File: config.mk
export PLATFORM = sky130hd
export DESIGN_NAME = vend_ctrl_param
export DESIGN_NICKNAME = d
export VERILOG_FILES = /design/src/rtl/vend_ctrl_param.sv
export SDC_FILE = /design/constraint.sdc
export NUM_CORES = 1
export LEC_CHECK = 0
export CELL_PAD_IN_SITES_DETAIL_PLACEMENT = 0
export CELL_PAD_IN_SITES_GLOBAL_PLACEMENT = 1
export CORE_MARGIN = 2
export CORE_UTILIZATION = 43
export CTS_CLUSTER_SIZE = 8
export DETAILED_ROUTE_END_ITERATION = 6
export GPL_TIMING_DRIVEN = 0
export PLACE_DENSITY_LB_ADDON = 0.1
export SLEW_MARGIN = 5
export SYNTH_ARGS = -nofsm -noshare
export SYNTH_HDL_FRONTEND = slang
export SYNTH_SLANG_ARGS = --single-unit
File: constraint.sdc
create_clock -name clk -period 5.3 [get_ports clk]
set_input_delay 1.06 -clock clk [delete_from_list [all_inputs] [get_ports clk]]
set_output_delay 1.06 -clock clk [all_outputs]
set_load 0.01 [all_outputs]
File: src/rtl/vend_ctrl_param.sv
// rtl/vend_ctrl_param.sv - multi-item vending controller with price table, credit ceiling and serial change
module vend_ctrl_param #(
   parameter int N_ITEMS    = 4,
   parameter int CREDIT_W   = 8,
   parameter logic [N_ITEMS*CREDIT_W-1:0] PRICES = {8'd6, 8'd5, 8'd4, 8'd3},
   parameter int MAX_CREDIT = 12,
   localparam int SEL_W     = (N_ITEMS > 1) ? $clog2(N_ITEMS) : 1
) (
   input  logic                clk,
   input  logic                reset,
   input  logic                i_coin_valid,
   input  logic [1:0]          i_coin_type,
   input  logic                i_sel_valid,
   input  logic [SEL_W-1:0]    i_sel_id,
   input  logic                i_cancel,
   output logic                o_coin_reject,
   output logic                o_sel_short,
   output logic                o_vend_valid,
   output logic [SEL_W-1:0]    o_vend_id,
   output logic                o_chg5,
   output logic                o_busy,
   output logic [CREDIT_W-1:0] o_credit
);

   localparam logic [1:0] S_IDLE   = 2'd0;
   localparam logic [1:0] S_CREDIT = 2'd1;
   localparam logic [1:0] S_VEND   = 2'd2;
   localparam logic [1:0] S_CHANGE = 2'd3;

   logic [1:0]          r_state;
   logic [CREDIT_W-1:0] r_credit;
   logic [CREDIT_W-1:0] r_refund;
   logic [SEL_W-1:0]    r_vend_id;
   logic                r_coin_reject;
   logic                r_sel_short;
   logic                r_vend_valid;
   logic                r_chg5;
   logic                r_busy;

   logic [1:0]          w_state_nx;
   logic [CREDIT_W-1:0] w_credit_nx;
   logic [CREDIT_W-1:0] w_refund_nx;
   logic [SEL_W-1:0]    w_vend_id_nx;
   logic                w_coin_reject;
   logic                w_sel_short;
   logic                w_vend;
   logic [CREDIT_W:0]   w_coin_val;
   logic [CREDIT_W:0]   w_sum;
   logic                w_coin_ok;
   logic                w_sel_in_range;
   logic [CREDIT_W-1:0] w_price;
   logic [CREDIT_W-1:0] w_price_tab [N_ITEMS];

   genvar gi;
   generate
      for (gi = 0; gi < N_ITEMS; gi++) begin : g_price
         assign w_price_tab[gi] = PRICES[gi*CREDIT_W +: CREDIT_W];
      end
   endgenerate

   always_comb begin
      w_coin_val = '0;
      case (i_coin_type)
         2'b00:   w_coin_val = (CREDIT_W+1)'(1);
         2'b01:   w_coin_val = (CREDIT_W+1)'(2);
         2'b10:   w_coin_val = (CREDIT_W+1)'(4);
         default: w_coin_val = '0;
      endcase
   end

   // Sum is one bit wider so the ceiling compare cannot be fooled by a wrap
   assign w_sum          = {1'b0, r_credit} + w_coin_val;
   assign w_coin_ok      = (i_coin_type != 2'b11) && (w_sum <= (CREDIT_W+1)'(MAX_CREDIT));
   assign w_sel_in_range = 32'(i_sel_id) < N_ITEMS;
   assign w_price        = w_sel_in_range ? w_price_tab[i_sel_id] : '0;

   always_comb begin
      w_state_nx    = r_state;
      w_credit_nx   = r_credit;
      w_refund_nx   = r_refund;
      w_vend_id_nx  = r_vend_id;
      w_coin_reject = 1'b0;
      w_sel_short   = 1'b0;
      w_vend        = 1'b0;
      case (r_state)
         S_IDLE, S_CREDIT: begin
            if (r_state == S_CREDIT && i_cancel) begin
               w_refund_nx   = r_credit;
               w_credit_nx   = '0;
               w_state_nx    = S_CHANGE;
               w_coin_reject = i_coin_valid;
            end else if (r_state == S_CREDIT && i_sel_valid && w_sel_in_range
                         && r_credit >= w_price) begin
               w_vend        = 1'b1;
               w_vend_id_nx  = i_sel_id;
               w_refund_nx   = r_credit - w_price;
               w_credit_nx   = '0;
               w_state_nx    = S_VEND;
               w_coin_reject = i_coin_valid;
            end else begin
               // A short or ignored selection does not block a coin in the same cycle
               if (i_sel_valid && (r_state == S_IDLE || w_sel_in_range))
                  w_sel_short = 1'b1;
               if (i_coin_valid) begin
                  if (w_coin_ok) begin
                     w_credit_nx = w_sum[CREDIT_W-1:0];
                     w_state_nx  = S_CREDIT;
                  end else begin
                     w_coin_reject = 1'b1;
                  end
               end
            end
         end
         S_VEND: begin
            w_coin_reject = i_coin_valid;
            w_state_nx    = (r_refund != '0) ? S_CHANGE : S_IDLE;
         end
         default: begin
            w_coin_reject = i_coin_valid;
            w_refund_nx   = r_refund - 1'b1;
            w_state_nx    = (r_refund <= CREDIT_W'(1)) ? S_IDLE : S_CHANGE;
         end
      endcase
   end

   always_ff @(posedge clk) begin
      if (reset) begin
         r_state       <= S_IDLE;
         r_credit      <= '0;
         r_refund      <= '0;
         r_vend_id     <= '0;
         r_coin_reject <= 1'b0;
         r_sel_short   <= 1'b0;
         r_vend_valid  <= 1'b0;
         r_chg5        <= 1'b0;
         r_busy        <= 1'b0;
      end else begin
         r_state       <= w_state_nx;
         r_credit      <= w_credit_nx;
         r_refund      <= w_refund_nx;
         r_vend_id     <= w_vend_id_nx;
         r_coin_reject <= w_coin_reject;
         r_sel_short   <= w_sel_short;
         r_vend_valid  <= w_vend;
         r_chg5        <= (w_state_nx == S_CHANGE);
         r_busy        <= (w_state_nx == S_VEND) || (w_state_nx == S_CHANGE);
      end
   end

   assign o_coin_reject = r_coin_reject;
   assign o_sel_short   = r_sel_short;
   assign o_vend_valid  = r_vend_valid;
   assign o_vend_id     = r_vend_id;
   assign o_chg5        = r_chg5;
   assign o_busy        = r_busy;
   assign o_credit      = r_credit;

endmodule

==> out/metrics.yaml <==
grt_pass1_vias: 1518
max_stage_delay_ps: 460
ir_worst_vdd_mv: 0.101
wl_per_cell_microns: 14.6
cts_sinks: 25
ys.flop_type: "dfxtp_1"
ys_seq_area_share_pct: 29.7
numCtsBuffers: 3
drive_above_1_share_pct: 4.96
cts_setup_buffers: 0
pin_count: 24
seqPwrFrac_pct: 42.5
p_leak_nw: 0.796
worstHoldStart: "o_vend_id[1]"
core_sq_mm: 0.00372
layout_setup_ws_ps: 1470
ant_nets: 0
pwr-share-clk_pct: 22.2
period_minus_slack_ps: 3830
nets: 263
num_rows: 22
hold_viol_final: 0
p_per_area_mw_per_mm2: 259
path_max_fanout: 6
arrival_ps: 4000
clock_path_buffers: 2
overflow: 0
worst_pin_slew_ps: 841
setup_viol: 0
via_per_inst: 5.54
endpoint: "o_credit[2]"
worstSetupPathType: "input pin to register"
synth_top_area_share_pct: 29.7
cts_tree: "built"
synth_cells: 216
antenna_cells: 0
synth_area_leaders: "dfxtp_1, ha_1, nand2_1"
p_comb_share_pct: 35.3
crit_path_end_kind: "register"
r2r_start: "o_credit[0]"
cts_root_buf: "clkbuf_8"
grt_pass1_wl_microns: 7040
r2r_end: "o_credit[2]"
start_kind: "input pin"
clkLatencyLatePin_ps: 270
power_uw: 521
fillers: 368
holdWs_ps: 508
slew_headroom_pct: 43.2
clock.fmax_ghz: 0.261
io_buffers: 22
clk_pin_slew_worst_paths_ps: 90
synth-warning-count: 0
postCtsResizedCells: 0
grt_setup_unrepaired: "no"
start_util_pct: 45.3
yosys_register_bits: 25
stdcell_count: 290
synth_top_cell_by_area: "dfxtp_1"
grt_max_degree: 14
crit_chain: "clkdlybuf4s50_1, nor2_1, ha_1, inv_1, fa_1, xor2_1, a21oi_1, maj3_1, o21ai_0, nand2_1, a31o_1"
synth.distinct_cells: 52
worst_path_max_delay_cell: "clkdlybuf4s50_1"
setup_tns_ps: 0
die_h_microns: 66.6
ys_async_sr_fraction_pct: 0
syn_area_per_cell_sq_um: 7.80
drtIter0Drc: 101
worst_clock_skew_ps: 2.00
place_congestion: 0.904
r2r_slack_ps: 2370
synth-edff-count: 0
synthesis.nets: 236
cap_violations: 0
die_x_microns: 66.6
netlist_area_sq_mm: 0.00168
status: "complete, no violations"
dp.cells: 286
cts_hold_buf: 0
drt_wl_total_microns: 4240
cp-startpoint: "i_coin_type[0]"
reg2regPathDepth: 9
p_int_uw: 338
hp-class: "register to register"
synthTopCellsByCount: "dfxtp_1, nand2_1, nor2_1"
slew_violations: 0
h-tree-depth: 1
drcViolationCount: 0
required_ps: 5470
pre_cts_slack_ps: 1180
hpwl_microns: 3270
syn_to_final_growth_pct: 19.3
netSwitchingFraction_pct: 35.0
synth_most_common_cell: "dfxtp_1"
antenna_found_initial: 0
die_area_sq_mm: 0.00443
drt_pass1_iterations: 4
grt_usage_pct: 20.6
power.net_switching_uw: 182
period_share_pct: 72.2
dr_total_vias: 1606
==> worst min path at each step <==
stage,end,cells after the start
floorplan,r_refund[5],2
global placement,r_refund[7],2
detailed placement,o_vend_id[1],2
CTS,r_refund[5],2
global route,r_refund[5],2
finish,o_vend_id[1],2
==> cell usage in the layout, fill, tap and decap left out, types with 2 or more instances in the layout <==
cell type / netlist / routed
nor3_1: 4 / 4
clkbuf_1: 5 / 6
clkdlybuf4s50_1: 0 / 22
and2_1: 3 / 3
nor2b_1: 4 / 4
nand3_1: 8 / 8
fa_1: 2 / 2
a22oi_1: 2 / 2
mux2i_1: 3 / 3
nand2_1: 24 / 24
o21a_1: 2 / 2
or2_2: 2 / 2
ha_1: 9 / 9
clkbuf_8: 0 / 3
buf_2: 3 / 3
xnor2_1: 7 / 7
nor2_1: 21 / 21
dfxtp_1: 25 / 25
o31a_1: 2 / 2
nor4_2: 2 / 2
or3_1: 2 / 2
o21ai_0: 15 / 15
a211oi_1: 3 / 3
o211ai_1: 2 / 2
o31ai_1: 2 / 2
and3b_1: 3 / 3
and3_1: 5 / 5
inv_1: 12 / 12
nand2b_1: 5 / 5
a21oi_1: 12 / 12
o22ai_1: 4 / 4
==> cell type report <==
cell class	instances	area, sq um	area share (%)
inverter	12	45.0	2.24
tap	48	60.1	2.99
clock buffer	4	45.0	2.24
multi-input combinational	170	1100	54.8
timing repair buffer	22	220	11.0
buffer	9	37.5	1.87
sequential	25	500	24.9
==> per-layer routing <==
layer  routed length, microns  vias to the layer above  global-route usage [%]  part of all wire, %
li1                         -                      822                       -                    -
met1                     1950                      749                    25.6                   46
met2                     2140                       29                    36.8                   50
met3                      105                        6                    3.72                  2.5
met4                       43                        0                    4.85                  1.0
met5                        0                        -                       0                    0
==> critical path: cells and delay by family <==
kind / cells / cell delay [ps]
AOI/OAI and AO/OA: 3 / 810
xor gates and xnor gates: 1 / 240
buffers and inverters: 2 / 520
adders and majority gates: 3 / 960
and+or+nand+nor: 2 / 410
==> power by group through the flow <==
stage | sequential, mW | combinational (mW) | clock, mW
6_report | 0.221 | 0.184 | 0.116
5_1_grt | 0.224 | 0.206 | 0.125
4_1_cts | 0.221 | 0.184 | 0.119
3_5_place_dp | 0.225 | 0.183 | 0
3_3_place_gp | 0.225 | 0.181 | 0
2_1_floorplan | 0.223 | 0.130 | 0
==> cell families (layout without fill, tap and decap cells) <==
logic type | after synthesis | after routing | share of synthesized area (%)
AND/OR/NAND/NOR | 90 | 90 | 27.6
AO/OA/AOI/OAI | 56 | 56 | 21.5
flip-flops | 25 | 25 | 29.7
buffers and inverters | 21 | 47 | 4.90
adder cells (fa/ha/maj) | 12 | 12 | 9.66
XOR/XNOR | 8 | 8 | 4.16
multiplexers | 4 | 4 | 2.45
==> registers in the layout (all words and copies together), names as in the netlist <==
signal and flops:
o_vend_id 2, o_vend_valid 1, o_chg5 1, o_sel_short 1, o_busy 1, r_state 2, r_refund 8, o_credit 8
o_coin_reject 1
==> per-stage QoR <==
stage | utilization [%] | instance area [sq um]
5_1_grt | 54.1 | 2010
3_3_place_gp | 52.9 | 1960
2_1_floorplan | - | 1680
3_5_place_dp | 52.9 | 1960
6_report | 54.1 | 2010
4_1_cts | 54.1 | 2010
(Power assumes the default switching activity.)
